$ cat config.mk
export PLATFORM = sky130hd
export DESIGN_NAME = led_pwm_bank
export DESIGN_NICKNAME = d
export VERILOG_FILES = /design/src/rtl/led_pwm_bank.sv
export SDC_FILE = /design/constraint.sdc
export NUM_CORES = 1
export LEC_CHECK = 0
export ABC_AREA = 1
export CORE_UTILIZATION = 63
export CTS_CLUSTER_SIZE = 14
export DETAILED_ROUTE_END_ITERATION = 12
export HOLD_SLACK_MARGIN = 0.15
export PLACE_DENSITY = 0.86
export SLEW_MARGIN = 20
export SYNTH_ARGS = -nofsm -noshare
export SYNTH_HDL_FRONTEND = slang
export SYNTH_SLANG_ARGS = --single-unit
$ cat constraint.sdc
create_clock -name clk -period 5 [get_ports clk]
set_clock_uncertainty 0.1 [all_clocks]
set_input_delay 0.75 -clock clk [delete_from_list [all_inputs] [get_ports clk]]
set_output_delay 0.75 -clock clk [all_outputs]
set_load 0.02 [all_outputs]
$ cat src/rtl/led_pwm_bank.sv
// led_pwm_bank: memory-mapped LED controller. Each channel is off, on, PWM-dimmed
// or blinking. All channels share one prescaled PWM timebase, and duty values are
// double-buffered so that a new duty only lands on a period boundary.
module led_pwm_bank #(
  parameter int N_CH    = 8,
  parameter int DUTY_W  = 8,
  parameter int PRESC_W = 16
) (
  input  logic            clk,
  input  logic            reset,
  input  logic            cs,
  input  logic            we,
  input  logic [31:0]     a,
  input  logic [31:0]     wd,
  output logic [31:0]     rd,
  output logic [N_CH-1:0] led
);

  // Bus-visible registers
  logic                r_en;
  logic [PRESC_W-1:0]  r_presc;
  logic [2*N_CH-1:0]   r_mode;
  logic [15:0]         r_blink;
  logic [DUTY_W-1:0]   r_duty [N_CH];

  // Timebase, shadows and output state
  logic [DUTY_W-1:0]   r_dsh [N_CH];
  logic [PRESC_W-1:0]  r_psc;
  logic [DUTY_W-1:0]   r_pc;
  logic [15:0]         r_bc;
  logic                r_phase;
  logic                r_run;
  logic [N_CH-1:0]     r_led;

  logic [3:0]          w_off;
  logic                w_wr;
  logic                w_tick;
  logic                w_wrap;
  logic                w_load;
  logic [N_CH-1:0]     w_next;
  logic [DUTY_W-1:0]   w_duty_rd;
  logic                w_unused;

  assign w_off  = a[5:2];
  assign w_wr   = cs & we;
  assign w_tick = (r_psc == r_presc);
  assign w_wrap = w_tick & (r_pc == {DUTY_W{1'b1}});
  // The first enabled clock reloads the shadows just like a period boundary.
  assign w_load = w_wrap | ~r_run;
  assign led    = r_led;
  // Address bits outside the word offset and unused data bits are ignored.
  assign w_unused = ^{a[31:6], a[1:0], wd};

  // Control, prescale, mode and blink registers: written on cs & we.
  always_ff @(posedge clk or negedge reset) begin
    if (!reset) begin
      r_en    <= 1'b0;
      r_presc <= {PRESC_W{1'b0}};
      r_mode  <= {(2*N_CH){1'b0}};
      r_blink <= 16'd0;
    end else if (w_wr) begin
      case (w_off)
        4'd0:    r_en    <= wd[0];
        4'd1:    r_presc <= wd[PRESC_W-1:0];
        4'd2:    r_mode  <= wd[2*N_CH-1:0];
        4'd3:    r_blink <= wd[15:0];
        default: r_en    <= r_en;
      endcase
    end
  end

  // Duty registers: one per channel at word offsets 4 upward.
  always_ff @(posedge clk or negedge reset) begin
    if (!reset) begin
      for (int i = 0; i < N_CH; i++) r_duty[i] <= {DUTY_W{1'b0}};
    end else begin
      for (int i = 0; i < N_CH; i++) begin
        if (w_wr && (w_off == (4'd4 + 4'(i)))) r_duty[i] <= wd[DUTY_W-1:0];
      end
    end
  end

  // Shared timebase: prescaler, PWM counter, blink counter and phase.
  always_ff @(posedge clk or negedge reset) begin
    if (!reset) begin
      r_psc   <= {PRESC_W{1'b0}};
      r_pc    <= {DUTY_W{1'b0}};
      r_bc    <= 16'd0;
      r_phase <= 1'b0;
      r_run   <= 1'b0;
    end else if (!r_en) begin
      r_psc   <= {PRESC_W{1'b0}};
      r_pc    <= {DUTY_W{1'b0}};
      r_bc    <= 16'd0;
      r_phase <= 1'b0;
      r_run   <= 1'b0;
    end else begin
      r_run <= 1'b1;
      // Using >= also restarts cleanly when PRESC is lowered below psc.
      r_psc <= (r_psc >= r_presc) ? {PRESC_W{1'b0}} : r_psc + PRESC_W'(1'b1);
      if (w_tick) r_pc <= r_pc + DUTY_W'(1'b1);
      if (w_wrap) begin
        if (r_bc == r_blink) begin
          r_bc    <= 16'd0;
          r_phase <= ~r_phase;
        end else begin
          r_bc <= r_bc + 16'd1;
        end
      end
    end
  end

  // Duty shadows: sample the bus-side duty only on a period boundary.
  always_ff @(posedge clk or negedge reset) begin
    if (!reset) begin
      for (int i = 0; i < N_CH; i++) r_dsh[i] <= {DUTY_W{1'b0}};
    end else if (!r_en) begin
      for (int i = 0; i < N_CH; i++) r_dsh[i] <= {DUTY_W{1'b0}};
    end else if (w_load) begin
      for (int i = 0; i < N_CH; i++) r_dsh[i] <= r_duty[i];
    end
  end

  // Per-channel next LED value from mode, PWM compare and blink phase.
  always_comb begin
    w_next = {N_CH{1'b0}};
    for (int i = 0; i < N_CH; i++) begin
      case (r_mode[2*i +: 2])
        2'b00:   w_next[i] = 1'b0;
        2'b01:   w_next[i] = 1'b1;
        2'b10:   w_next[i] = (r_pc < r_dsh[i]);
        2'b11:   w_next[i] = r_phase;
        default: w_next[i] = 1'b0;
      endcase
    end
  end

  // LED output register; forced dark while disabled.
  always_ff @(posedge clk or negedge reset) begin
    if (!reset) begin
      r_led <= {N_CH{1'b0}};
    end else if (!r_en) begin
      r_led <= {N_CH{1'b0}};
    end else begin
      r_led <= w_next;
    end
  end

  // Duty readback mux: OR of the single matching channel, 0 otherwise.
  always_comb begin
    w_duty_rd = {DUTY_W{1'b0}};
    for (int i = 0; i < N_CH; i++) begin
      w_duty_rd = w_duty_rd | ({DUTY_W{w_off == (4'd4 + 4'(i))}} & r_duty[i]);
    end
  end

  // Combinational read port; returns 0 when not selected or unmapped.
  always_comb begin
    rd = 32'd0;
    if (cs) begin
      case (w_off)
        4'd0:    rd[0]              = r_en;
        4'd1:    rd[PRESC_W-1:0]    = r_presc;
        4'd2:    rd[2*N_CH-1:0]     = r_mode;
        4'd3:    rd[15:0]           = r_blink;
        default: rd[DUTY_W-1:0]     = w_duty_rd;
      endcase
    end else begin
      rd = 32'd0;
    end
  end

endmodule

==> impl_results.md <==
- Status: finished clean
- Register area share after synthesis: 0.441
- Most frequent cells after synthesis: 528 x nand2_1, 227 x dfrtp_1, 169 x inv_1
- Final hold violations: 0
- Postcts setup bufs: 0
- Synth Flop Type: dfrtp_1
- Die Span Y: 145 microns
- Reg power frac: 0.441
- Tcrit/Tclk final: 0.844
- Warnings, synthesis: 0
- CTS Buf Count: 25
- Clock Latency Late Sink: 0.54 ns
- Fmax: 237 MHz
- Depth of the most critical reg-to-reg path: 6
- Initial antenna violation count: 0
- IO Port Bufs: 47
- Number of global-route vias before repair: 10400
- Max-cap violations: 0
- Crit path capture type: output pin
- Post-synth cell types: 39
- Die area: 21000 sq um
- CP startpoint: a[2]
- H-tree levels: 1
- Crit Path Class: input port to output pin
- All-Layer GR Usage: 0.316
- Critical R2R Launch: r_en
- CP max FO: 9
- Tmin final: 4.22 ns
- Combinational power share: 0.176
- Hold Path Depth: 2
- VDD IR max: 296 uV
- Synthesized flop and latch total: 227
- Cell Chain, Critical Path: clkdlybuf4s50_1 > inv_1 > nand2_2 > nor2_2 > nand2_1 > nand3_1 > nor2_1 > a21oi_1 > clkdlybuf4s50_1
- Power Density: 363 nW/um^2
- Min-delay src: r_dsh[57]
- Mapped Cells: 1620
- Antenna Violating Nets Remaining: 0
- Pre-Repair DR Iteration Count: 5
- Largest net degree at the start of global routing: 141
- Max_slew headroom: 0.295
- Clk slew on worst S/H paths: 0.06 ns
- Instance count on the critical path: 9
- Worst path most repeated cell: clkdlybuf4s50_1
- DRC: 0
- Internal: 3600 uW
- Layout Utilization: 0.718
- Worst-case hold slack: 0.380 ns
- Root buf cell: clkbuf_16
- Vias per Instance: 5.74
- Crit-path leading delay family: buffers and inverters
- Clock power frac: 0.383
- Yosys top cell by area: dfrtp_1
- Slew Limit Fails: 0
- Die width: 145 microns
- Detailed Route WL: 32.6 mm
- CTS Sinks: 227
- CP required: 4.15 ns
- Drt initial violations: 1025
- Worst-case clock buffer depth: 3
- GPL Wtd Cong: 0.932
- Setup TNS: 0 ns
- CP Launch Type: input port
- Syn Area/Cell: 7.96 sq um
- Post-synth top area share: 0.441
- Least-Margin Pin Slew: 1.06 ns
- Starting Density: 0.652
- Nets@finish: 1778
- Core footprint: 19800 sq um
- Detailed placement HPWL: 21.6 mm
- Synth Cell Area: 12900 sq um
- Critical Path AT: 3.37 ns
- Area Overhead vs Synth: 10.2%
- CP peak stage delay: 0.67 ns
- Sw Share: 0.301
- Ant. Diodes: 0
- GR Overflow Total: 0
- Post-synth ARST share: 1.00
- Layout cells sized above 1: 0.0895
- P_leak: 0.00692 uW
- Final setup viols: 0
- CTS tree: yes
- P_sw: 1550 uW
- Rows: 51
- Hold WC Path Type: flop to flop
- Ports: 108
- Post-synth EDFFs: 0
- Ranking of synthesized cells by area: dfrtp_1 44%, nand2_1 15%, ha_1 7.3%
- Most instantiated library cell after synthesis: nand2_1
- Vias: 11000
- Fillers: 1465
- CP Buf/Inv Count: 3
- WL/cell: 17.0 microns
- RSZ-0062 raised after global routing: no
- Slowest cell on crit path: clkdlybuf4s50_1
- First-pass GRT wire length: 53.0 mm
tightest hold or removal path, stage by stage, from the launching register on:
cell and delay, ns:
dfrtp_1 0.34, nand2_1 0.06, o21ai_2 0.05
cell families (layout without fill, tap and decap cells):
| family | Yosys count | after routing | share of synthesized area |
|---|---|---|---|
| simple gates | 734 | 734 | 0.238 |
| compound gates | 307 | 307 | 0.141 |
| buf+inv | 256 | 274 | 0.0932 |
| flops | 227 | 227 | 0.441 |
| fa+ha+maj | 75 | 75 | 0.0728 |
| xor+xnor | 20 | 20 | 0.0136 |
| other cells | 1 | 16 | 0.000291 |
timing repair:
item / CTS / global route
hold endpoints to repair: 0 / 53
hold buffers: 0 / 1
resized for setup: 0 / 0
endpoints found under the setup margin: 0 / 0
layer usage:
metal / up-vias / track usage / part of all wire
li1: 5210 / - / -
met1: 5226 / 0.421 / 0.41
met2: 475 / 0.490 / 0.46
met3: 106 / 0.0673 / 0.087
met4: 0 / 0.159 / 0.047
met5: - / 0 / 0
final cells by class:
cell class              count  area, sq um  area share
flip-flops and latches    227         5680       0.400
multi-input cells        1152         6070       0.427
well taps                 265          332      0.0234
clock inverters             9          153      0.0107
inverters                 176          661      0.0465
clock buffers              36          737      0.0519
repair buffers             53          568      0.0400
path summary, 6_finish.rpt:
kind	to	slack (ns)
worst max register to register	r_dsh[44]	1.92
worst min register to register	r_dsh[57]	0.38
worst min-delay path	r_dsh[57]	0.38
worst max-delay path	rd[4]	0.78
min in group asynchronous	r_dsh[43]	0.62
max in group asynchronous	r_bc[14]	3.30
stage by stage:
stage,instances,setup slack [ns],total power [uW],area [sq um]
after floorplan,1635,2.28,2890,12900
after global placement,1871,0.874,3130,13300
after detailed placement,1871,0.895,3170,13300
after CTS,1916,0.875,5150,14200
after global routing,1918,0.734,5390,14200
final,1918,0.778,5150,14200
sequential cells by signal (all words and copies together), names as in the netlist, 8 cells and up:
signal / count
r_presc: 16
r_mode: 16
r_bc: 16
led: 8
r_duty: 64
r_blink: 16
r_psc: 16
r_dsh: 64
r_pc: 8
power by group through the flow:
stage | registers (uW) | logic, uW | clock network, uW
global route | 2300 | 1010 | 2070
finish | 2270 | 908 | 1970
global placement | 2280 | 845 | 0
floorplan | 2240 | 651 | 0
CTS | 2260 | 896 | 1990
detailed placement | 2290 | 884 | 0
placed cells by master (no fill, tap or decap), types with 5 or more instances in the layout:
cell type / netlist / routed
o21ai_0: 81 / 81
o21a_1: 9 / 9
inv_2: 6 / 6
clkbuf_16: 0 / 25
nor2_2: 8 / 7
o21ai_2: 60 / 60
nor3_1: 11 / 11
clkbuf_8: 0 / 7
nor2_1: 86 / 86
xnor2_1: 6 / 6
nand2_1: 528 / 528
o21ai_1: 78 / 78
dfrtp_1: 227 / 226
nand2_2: 15 / 15
clkdlybuf4s50_1: 0 / 46
nor2_4: 4 / 5
nand3_1: 44 / 44
xor2_1: 14 / 14
inv_1: 169 / 169
conb_1: 1 / 16
nand4_1: 28 / 28
a21oi_1: 68 / 68
ha_1: 75 / 75
Note: power is estimated with default switching activity, not from simulation.
